## src/rtl/decl_stmt_pkg.sv

```systemverilog
// Shared constants, FSM state encodings and character classification for the
// declaration-statement checker.
package decl_stmt_pkg;

  localparam logic [7:0] CH_SP    = 8'd32;
  localparam logic [7:0] CH_TAB   = 8'd9;
  localparam logic [7:0] CH_LF    = 8'd10;
  localparam logic [7:0] CH_CR    = 8'd13;
  localparam logic [7:0] CH_COMMA = 8'h2C;
  localparam logic [7:0] CH_SEMI  = 8'h3B;
  localparam logic [7:0] CH_I     = 8'h69;
  localparam logic [7:0] CH_N     = 8'h6E;
  localparam logic [7:0] CH_T     = 8'h74;
  localparam logic [7:0] CH_C     = 8'h63;
  localparam logic [7:0] CH_H     = 8'h68;
  localparam logic [7:0] CH_A     = 8'h61;
  localparam logic [7:0] CH_R     = 8'h72;

  localparam logic [2:0] ST_START = 3'd0;
  localparam logic [2:0] ST_TYPE  = 3'd1;
  localparam logic [2:0] ST_GAP   = 3'd2;
  localparam logic [2:0] ST_IDENT = 3'd3;
  localparam logic [2:0] ST_POST  = 3'd4;
  localparam logic [2:0] ST_SKIP  = 3'd5;

  typedef struct packed {
    logic ws;
    logic id_start;
    logic id_char;
    logic comma;
    logic semi;
  } char_class_t;

  function automatic char_class_t classify(input logic [7:0] c);
    char_class_t r;
    logic alpha;
    logic digit;
    alpha      = (c >= 8'h41 && c <= 8'h5A) || (c >= 8'h61 && c <= 8'h7A);
    digit      = (c >= 8'h30 && c <= 8'h39);
    r.ws       = (c == CH_SP) || (c == CH_TAB) || (c == CH_LF) || (c == CH_CR);
    r.id_start = alpha || (c == 8'h5F);
    r.id_char  = alpha || digit || (c == 8'h5F);
    r.comma    = (c == CH_COMMA);
    r.semi     = (c == CH_SEMI);
    return r;
  endfunction

  // Keyword letter at position idx; sel=0 spells "int", sel=1 spells "char".
  function automatic logic [7:0] kw_char(input logic sel, input logic [2:0] idx);
    logic [7:0] r;
    case ({sel, idx})
      4'b0_000: r = CH_I;
      4'b0_001: r = CH_N;
      4'b0_010: r = CH_T;
      4'b1_000: r = CH_C;
      4'b1_001: r = CH_H;
      4'b1_010: r = CH_A;
      4'b1_011: r = CH_R;
      default:  r = 8'h00;
    endcase
    return r;
  endfunction

endpackage

```

## src/rtl/decl_char_class.sv

```systemverilog
// Combinational character classifier feeding the statement FSM.
module decl_char_class
  import decl_stmt_pkg::*;
(
  input  logic [7:0]  ch_i,
  output char_class_t cls_c
);

  assign cls_c = classify(ch_i);

endmodule

```

## config.mk

```make
export PLATFORM = sky130hd
export DESIGN_NAME = decl_char_class
export DESIGN_NICKNAME = d
export VERILOG_FILES = /design/src/rtl/decl_stmt_pkg.sv /design/src/rtl/decl_char_class.sv
export SDC_FILE = /design/constraint.sdc
export NUM_CORES = 1
export LEC_CHECK = 0
export CAP_MARGIN = 20
export CORE_AREA = 2 2 39 41
export DETAILED_ROUTE_END_ITERATION = 6
export DIE_AREA = 0 0 41 43
export MAX_ROUTING_LAYER = met4
export PLACE_DENSITY = 0.35
export SLEW_MARGIN = 25
export SYNTH_ARGS = -nofsm -noshare
export SYNTH_HDL_FRONTEND = slang
export SYNTH_SLANG_ARGS = --single-unit
```

## constraint.sdc

```tcl
create_clock -name vclk -period 0.8
set_clock_uncertainty 0.2 [all_clocks]
set_input_delay 0.08 -clock vclk [all_inputs]
set_output_delay 0.08 -clock vclk [all_outputs]
set_load 0.01 [all_outputs]
```

## Word level (Yosys, flattened, before mapping)

Index checks and enable logic that the tools add are counted.

| word-level totals | value |
|---|---|
| output and inout bits | 5 |
| bits of input ports | 8 |
| logic and storage cells | 23 |
| register bits after elaboration | 0 |

| cells by class | value |
|---|---|
| reduce and logical (&&, ||, !) cells | 10 |
| equal/unequal tests | 7 |
| magnitude comparators | 6 |

Operators by type and width:

| operator | count |
|---|---|
| 8-bit by 4-bit == test with 1-bit output (second input constant) | 3 |
| 8-bit by 6-bit == test with 1-bit output (second input constant) | 3 |
| 8-bit by 7-bit >= comparator with 1-bit output (second input constant) | 2 |
| 8-bit by 7-bit less-or-equal comparator with 1-bit output (second input constant) | 2 |
| 8-bit by 7-bit == test with 1-bit output (second input constant) | 1 |
| 8-bit by 6-bit >= comparator with 1-bit output (second input constant) | 1 |
| 8-bit by 6-bit less-or-equal comparator with 1-bit output (second input constant) | 1 |
| 1-bit logical OR | 7 |
| 1-bit logical AND | 3 |

## Longest topological paths before layout

Gate-level depths: netlist of the first run.

| depth | value |
|---|---|
| word-level depth | 5 |
| depth in mapped cells | 3 |
| depth with buffers taken out | 3 |

## Worst setup path before layout of the first run

OpenSTA, ideal clock, no wires.

| path | value |
|---|---|
| path kind | input -> output |
| start | input port ch_i[6] |
| end | output port cls_c[0] (netlist bit) |
| path slack | -0.170 ns |
| buffers on the path | 0 |
| arrival time | 0.690 ns |
| data required time | 0.520 ns |
| stages on the path | 3 |
| cells stage by stage | nor2_1 > nand2_1 > nor4_1 |

RTL lines:

| element | line | source |
|---|---|---|
| start, declared | decl_char_class.sv:5 | `input logic [7:0] ch_i,` |
| end, declared | decl_char_class.sv:6 | `output char_class_t cls_c` |

==> results of run 1 <==
## final cells by class
type | count | share of cell area
tap | 16 | 0.0428
timing repair buffer | 26 | 0.487
multi-input combinational | 22 | 0.471
## per-layer routing
metal / track usage / part of all wire
met1: 0.108 / 0.41
met4: 0 / 0
met5: - / 0
met3: 0 / 0.083
met2: 0.147 / 0.51
## synthesized netlist by cell type
cell	number	area [um2]
nand3_1	1	5.00
nand3b_1	1	7.51
nor2_1	3	11.3
nor3_1	1	5.00
nand2b_1	1	6.26
and4_2	1	10.0
o2bb2ai_1	1	8.76
mux2i_1	1	10.0
and4b_1	1	10.0
nand2_1	3	11.3
nor3b_1	1	7.51
o21ai_0	1	5.00
a21oi_1	1	5.00
o31ai_2	1	12.5
nor4b_4	1	23.8
nor4_1	1	6.26
nor3_2	1	10.0
nor2b_1	1	6.26
## worst max-delay path, delay by kind of cell
| family | cells | cell delay, ns |
|---|---|---|
| buffers and inverters | 3 | 0.42 |
| AND/OR/NAND/NOR | 2 | 0.33 |
| AO/OA/AOI/OAI | 1 | 0.06 |
## power breakdown
group          leakage [uW]  total, uW  internal (uW)  switching [uW]
Sequential                0          0              0               0
Combinational      0.000211        194            115            78.4
Clock                     0          0              0               0
Total              0.000211        194            115            78.4
## per-stage QoR
stage | worst slack (ns) | TNS [ns]
2_1_floorplan | -0.104 | -0.357
3_3_place_gp | -1.26 | -5.93
3_5_place_dp | -1.25 | -5.88
4_1_cts | -0.371 | -1.54
5_1_grt | -0.427 | -1.90
6_report | -0.368 | -1.56
## cells by family after synthesis
kind of cell	Yosys count	share of synthesized area
simple gates	17	0.744
mux	1	0.0620
compound gates	4	0.194
## what timing repair did
item                       CTS  global route
pin swaps                    7             2
gates resized for setup     72             3
buffers inserted             4             2
setup endpoints to repair    5             5
## worst paths after layout
check             endpoint
setup / recovery  cls_c[2]
hold / removal    cls_c[0]
==> results by group, run 1 <==
Outcome
  – Status: finished, violations left
  – Failing checks: setup timing

Layout
  – Seq Cell Count: 0
  – Layout cell share with drive strength beyond 1: 0.792
  – CLK BUF: 0
  – Final non-filler cell total: 64
  – Commonest cells after routing, fill and taps aside: buf_4 (12), buf_6 (6), buf_2 (5)
  – P&R area growth vs syn: 190%
  – Final core occ: 0.338
  – Final nets: 58
  – Area occupied by multi-input gates: 220 um2
  – Design area: 468 um2
  – Most common cell after layout, fill and taps aside: buf_4
  – Fillers: 155
  – ANT cells: 0
  – FF+latch area: 0 um2

Placement
  – Placed Area: 402 um2
  – RD Place Congestion: 0.641
  – Placed cell count: 58
  – Port Buf Inserts: 13

Setup path
  – Critical Path Start: ch_i[1]
  – Crit path max fanout: 5
  – Critical path arrival: 0.89 ns
  – Worst setup EP type: output pin
  – Critical Path Max Stage Delay: 0.23 ns
  – Crit start category: input port
  – Worst path cell trace: buf_8 > nor2_4 > nor4b_4 > buf_4 > o31ai_2 > buf_2
  – WP data required: 0.52 ns
  – Crit Path Category: in2out
  – Critical path's slowest cell: nor4b_4

Route
  – Vias: 264
  – Routed vias/inst: 4.13
  – First-pass detailed-route iteration total: 2
  – Wire length per cell: 9.66 um
  – DRC: 0
  – ANT nets after route: 0
  – DRT Wirelength: 618 um
  – Initial drt markers: 2

Die
  – Row count: 14
  – Num ports: 13
  – Area of the core: 1380 um2
  – Initial Util: 0.117
  – Die W: 41 um
  – Die height: 43 um
  – DIE AREA: 1760 um2

GRT
  – Gr usage total: 0.0830
  – Initial antenna violation count: 0
  – Vias in the first global route: 262
  – Grt total ovfl: 0
  – Pin count of the biggest net entering global routing: 7
  – First-pass GRT wire length: 1060 um

Min path
  – Worst Hold Depth: 5
  – Hold Path Class: in2out
  – Hold Crit Start: ch_i[7]

Power and ir drop
  – Total power draw: 194 uW
  – Max IR drop VDD: 0.000131 V
  – Power Density: 414 nW/um2
  – Leak: 0.000211 uW

STA
  – Hold_ws: 0.315 ns
  – RSZ-0062 raised after global routing: yes
  – Final setup viols: 5
  – Fin crit period: 1.17 ns
  – Max Freq: 856 MHz
  – Final worst slack: -0.368 ns
  – Fin crit share: 1.46
  – Slew of the pin with the lowest slew margin: 0.242 ns
  – Slew Limit Fails: 0
  – Max_slew headroom: 0.838
  – Final hold viol count: 0

Synthesis
  – Netlist Area Pre-Place: 161 um2
  – Yosys warning total: 0
  – Syn_nets: 30
  – Mapped Cells: 22
  – Syn_area_per_cell: 7.34 um2
  – Register area share after synthesis: 0
  – Synth unique cells: 18

Clock network
  – Hold buffer count at cts: 0

Run
  – Maxcap violations: 0
Power figures use the tool's default switching activity.
==> run 2, diff against run 1 <==
DONT_BUFFER_PORTS = 1   (was unset)
PLACE_DENSITY = 0.3   (was 0.35)
==> results by group, run 2 (same netlist as run 1, synthesis figures left out) <==
Die
  – Area of the core: 1380 um2 (unchanged)
  – Num ports: 13 (unchanged)
  – Die height: 43 um (unchanged)
  – Row count: 14 (unchanged)
  – Die W: 41 um (unchanged)
  – DIE AREA: 1760 um2 (unchanged)
  – Initial Util: 0.117 (unchanged)

Route
  – First-pass detailed-route iteration total: 4 (+2)
  – Initial drt markers: 2 (unchanged)
  – ANT nets after route: 0 (unchanged)
  – Routed vias/inst: 4.57 (+11%)
  – DRT Wirelength: 542 um (-12%)
  – Wire length per cell: 12.9 um (+34%)
  – DRC: 0 (unchanged)
  – Vias: 192 (-27%)

Outcome
  – Failing checks: setup timing
  – Status: finished, violations left

Min path
  – Worst Hold Depth: 2 (-3)
  – Hold Path Class: in2out

Clock network
  – Hold buffer count at cts: 0 (unchanged)

Setup path
  – Buffers & Inverters on Critical Path: 1 (-2)
  – Critical path arrival: 0.66 ns (-0.23 ns)
  – WP data required: 0.52 ns (about the same)
  – Worst path cell trace: nor2_4 > nor4b_4 > buf_4 > o2bb2ai_2
  – Crit Path Category: in2out
  – Top delay family on crit path: simple AND/OR/NAND/NOR gates
  – Worst setup EP type: output pin
  – Crit path max fanout: 6 (+1)
  – Critical path's slowest cell: nor4b_4
  – Crit start category: input port
  – Critical Path Max Stage Delay: 0.21 ns (-0.02 ns)
  – Critical Path Stages: 4 (-2)

STA
  – Final setup viols: 5 (unchanged)
  – Slew of the pin with the lowest slew margin: 0.271 ns (+0.0289 ns)
  – Fin crit share: 1.17 (-0.285)
  – Final hold viol count: 0 (unchanged)
  – Slew Limit Fails: 0 (unchanged)
  – RSZ-0062 raised after global routing: yes
  – Fin crit period: 0.940 ns (-0.228 ns)
  – Hold_ws: 0.110 ns (-0.205 ns)
  – Max_slew headroom: 0.819 (-0.0192)
  – Final worst slack: -0.140 ns (+0.228 ns)
  – Max Freq: 1060 MHz (+24%)

Layout
  – Final core occ: 0.203 (-0.136)
  – Seq Cell Count: 0 (unchanged)
  – Fillers: 157 (+1.3%)
  – ANT cells: 0 (unchanged)
  – P&R area growth vs syn: 73.6%
  – Design area: 280 um2 (-40%)
  – CLK BUF: 0 (unchanged)
  – FF+latch area: 0 um2 (unchanged)
  – Most common cell after layout, fill and taps aside: buf_4
  – Layout cell share with drive strength beyond 1: 0.577 (-0.215)
  – Final nets: 36 (-38%)
  – Commonest cells after routing, fill and taps aside: buf_4 (4), nor2_4 (2), nand2_1 (2), nor3_4 (2)

Placement
  – DP Wirelength: 449 um
  – Placed Area: 234 um2 (-42%)
  – RD Place Congestion: 0.647 (+0.97%)
  – Post-place setup slack: -0.193 ns (+1.06 ns)
  – Port Buf Inserts: 0 (-13)

GRT
  – GR Util met2: 0.106 (-0.0406)
  – First-pass GRT wire length: 772 um (-27%)
  – Initial antenna violation count: 0 (unchanged)
  – Grt total ovfl: 0 (unchanged)
  – Most Used Layer, Global Route: met2
  – GR Layer Usage met1: 0.0698 (-0.0381)
  – Vias in the first global route: 186 (-29%)
  – Gr usage total: 0.0605 (-0.0225)
  – Grt met3 use: 0.0157 (+0.0157)
  – Pin count of the biggest net entering global routing: 8 (+1)

Power and ir drop
  – Total power draw: 80.5 uW (-58%)
  – Max IR drop VDD: 0.0000705 V (-46%)
  – Power Density: 287 nW/um2 (-31%)
  – Leak: 0.0000869 uW (-59%)

Run
  – Maxcap violations: 0 (unchanged)
run 2: cell types whose count changed in the layout (fill, tap and decap cells not counted), sizes merged:
cell  previous run  this run
buf             26         4
run 2: layout make-up:
cell class                      count  area [um2]  share of cell area
Multi-Input combinational cell     22         230               0.821
Tap cell                           16        20.0              0.0714
Timing Repair Buffer                4        30.0               0.107
run 2: what timing repair did:
| action | in CTS | in global routing |
|---|---|---|
| endpoints found under the setup margin | 5 | 5 |
| gates resized for setup | 5 | 1 |
| setup buffers | 2 | 0 |
| pin swaps | 4 | 1 |
run 2: power by group:
group | leakage (uW) | total (uW) | switching [uW] | internal, uW
Clock | 0 | 0 | 0 | 0
Combinational | 0.0000869 | 80.5 | 38.4 | 42.1
Sequential | 0 | 0 | 0 | 0
Total | 0.0000869 | 80.5 | 38.4 | 42.1
run 2: through the flow:
stage / std cells / setup TNS [ns]
detailed placement: 40 / -0.665
global route: 42 / -0.679
floorplan: 22 / -0.357
global placement: 40 / -0.671
CTS: 42 / -0.536
finish: 42 / -0.505
run 2: path summary, 6_finish.rpt:
path / slack (ns) / startpoint / endpoint
worst max-delay path: -0.14 / ch_i[1] / cls_c[4]
worst min-delay path: 0.11 / ch_i[2] / cls_c[0]
run 2: layer usage:
layer  wire length (um)  part of all wire
met3                 91              0.17
met2                253              0.47
met4                  0                 0
met5                  0                 0
met1                196              0.36
==> run 3, diff against run 2 <==
SLEW_MARGIN = 20   (was 25)
==> results of run 3 <==
The final DEF is identical to that of run 2; final timing and power are the same.
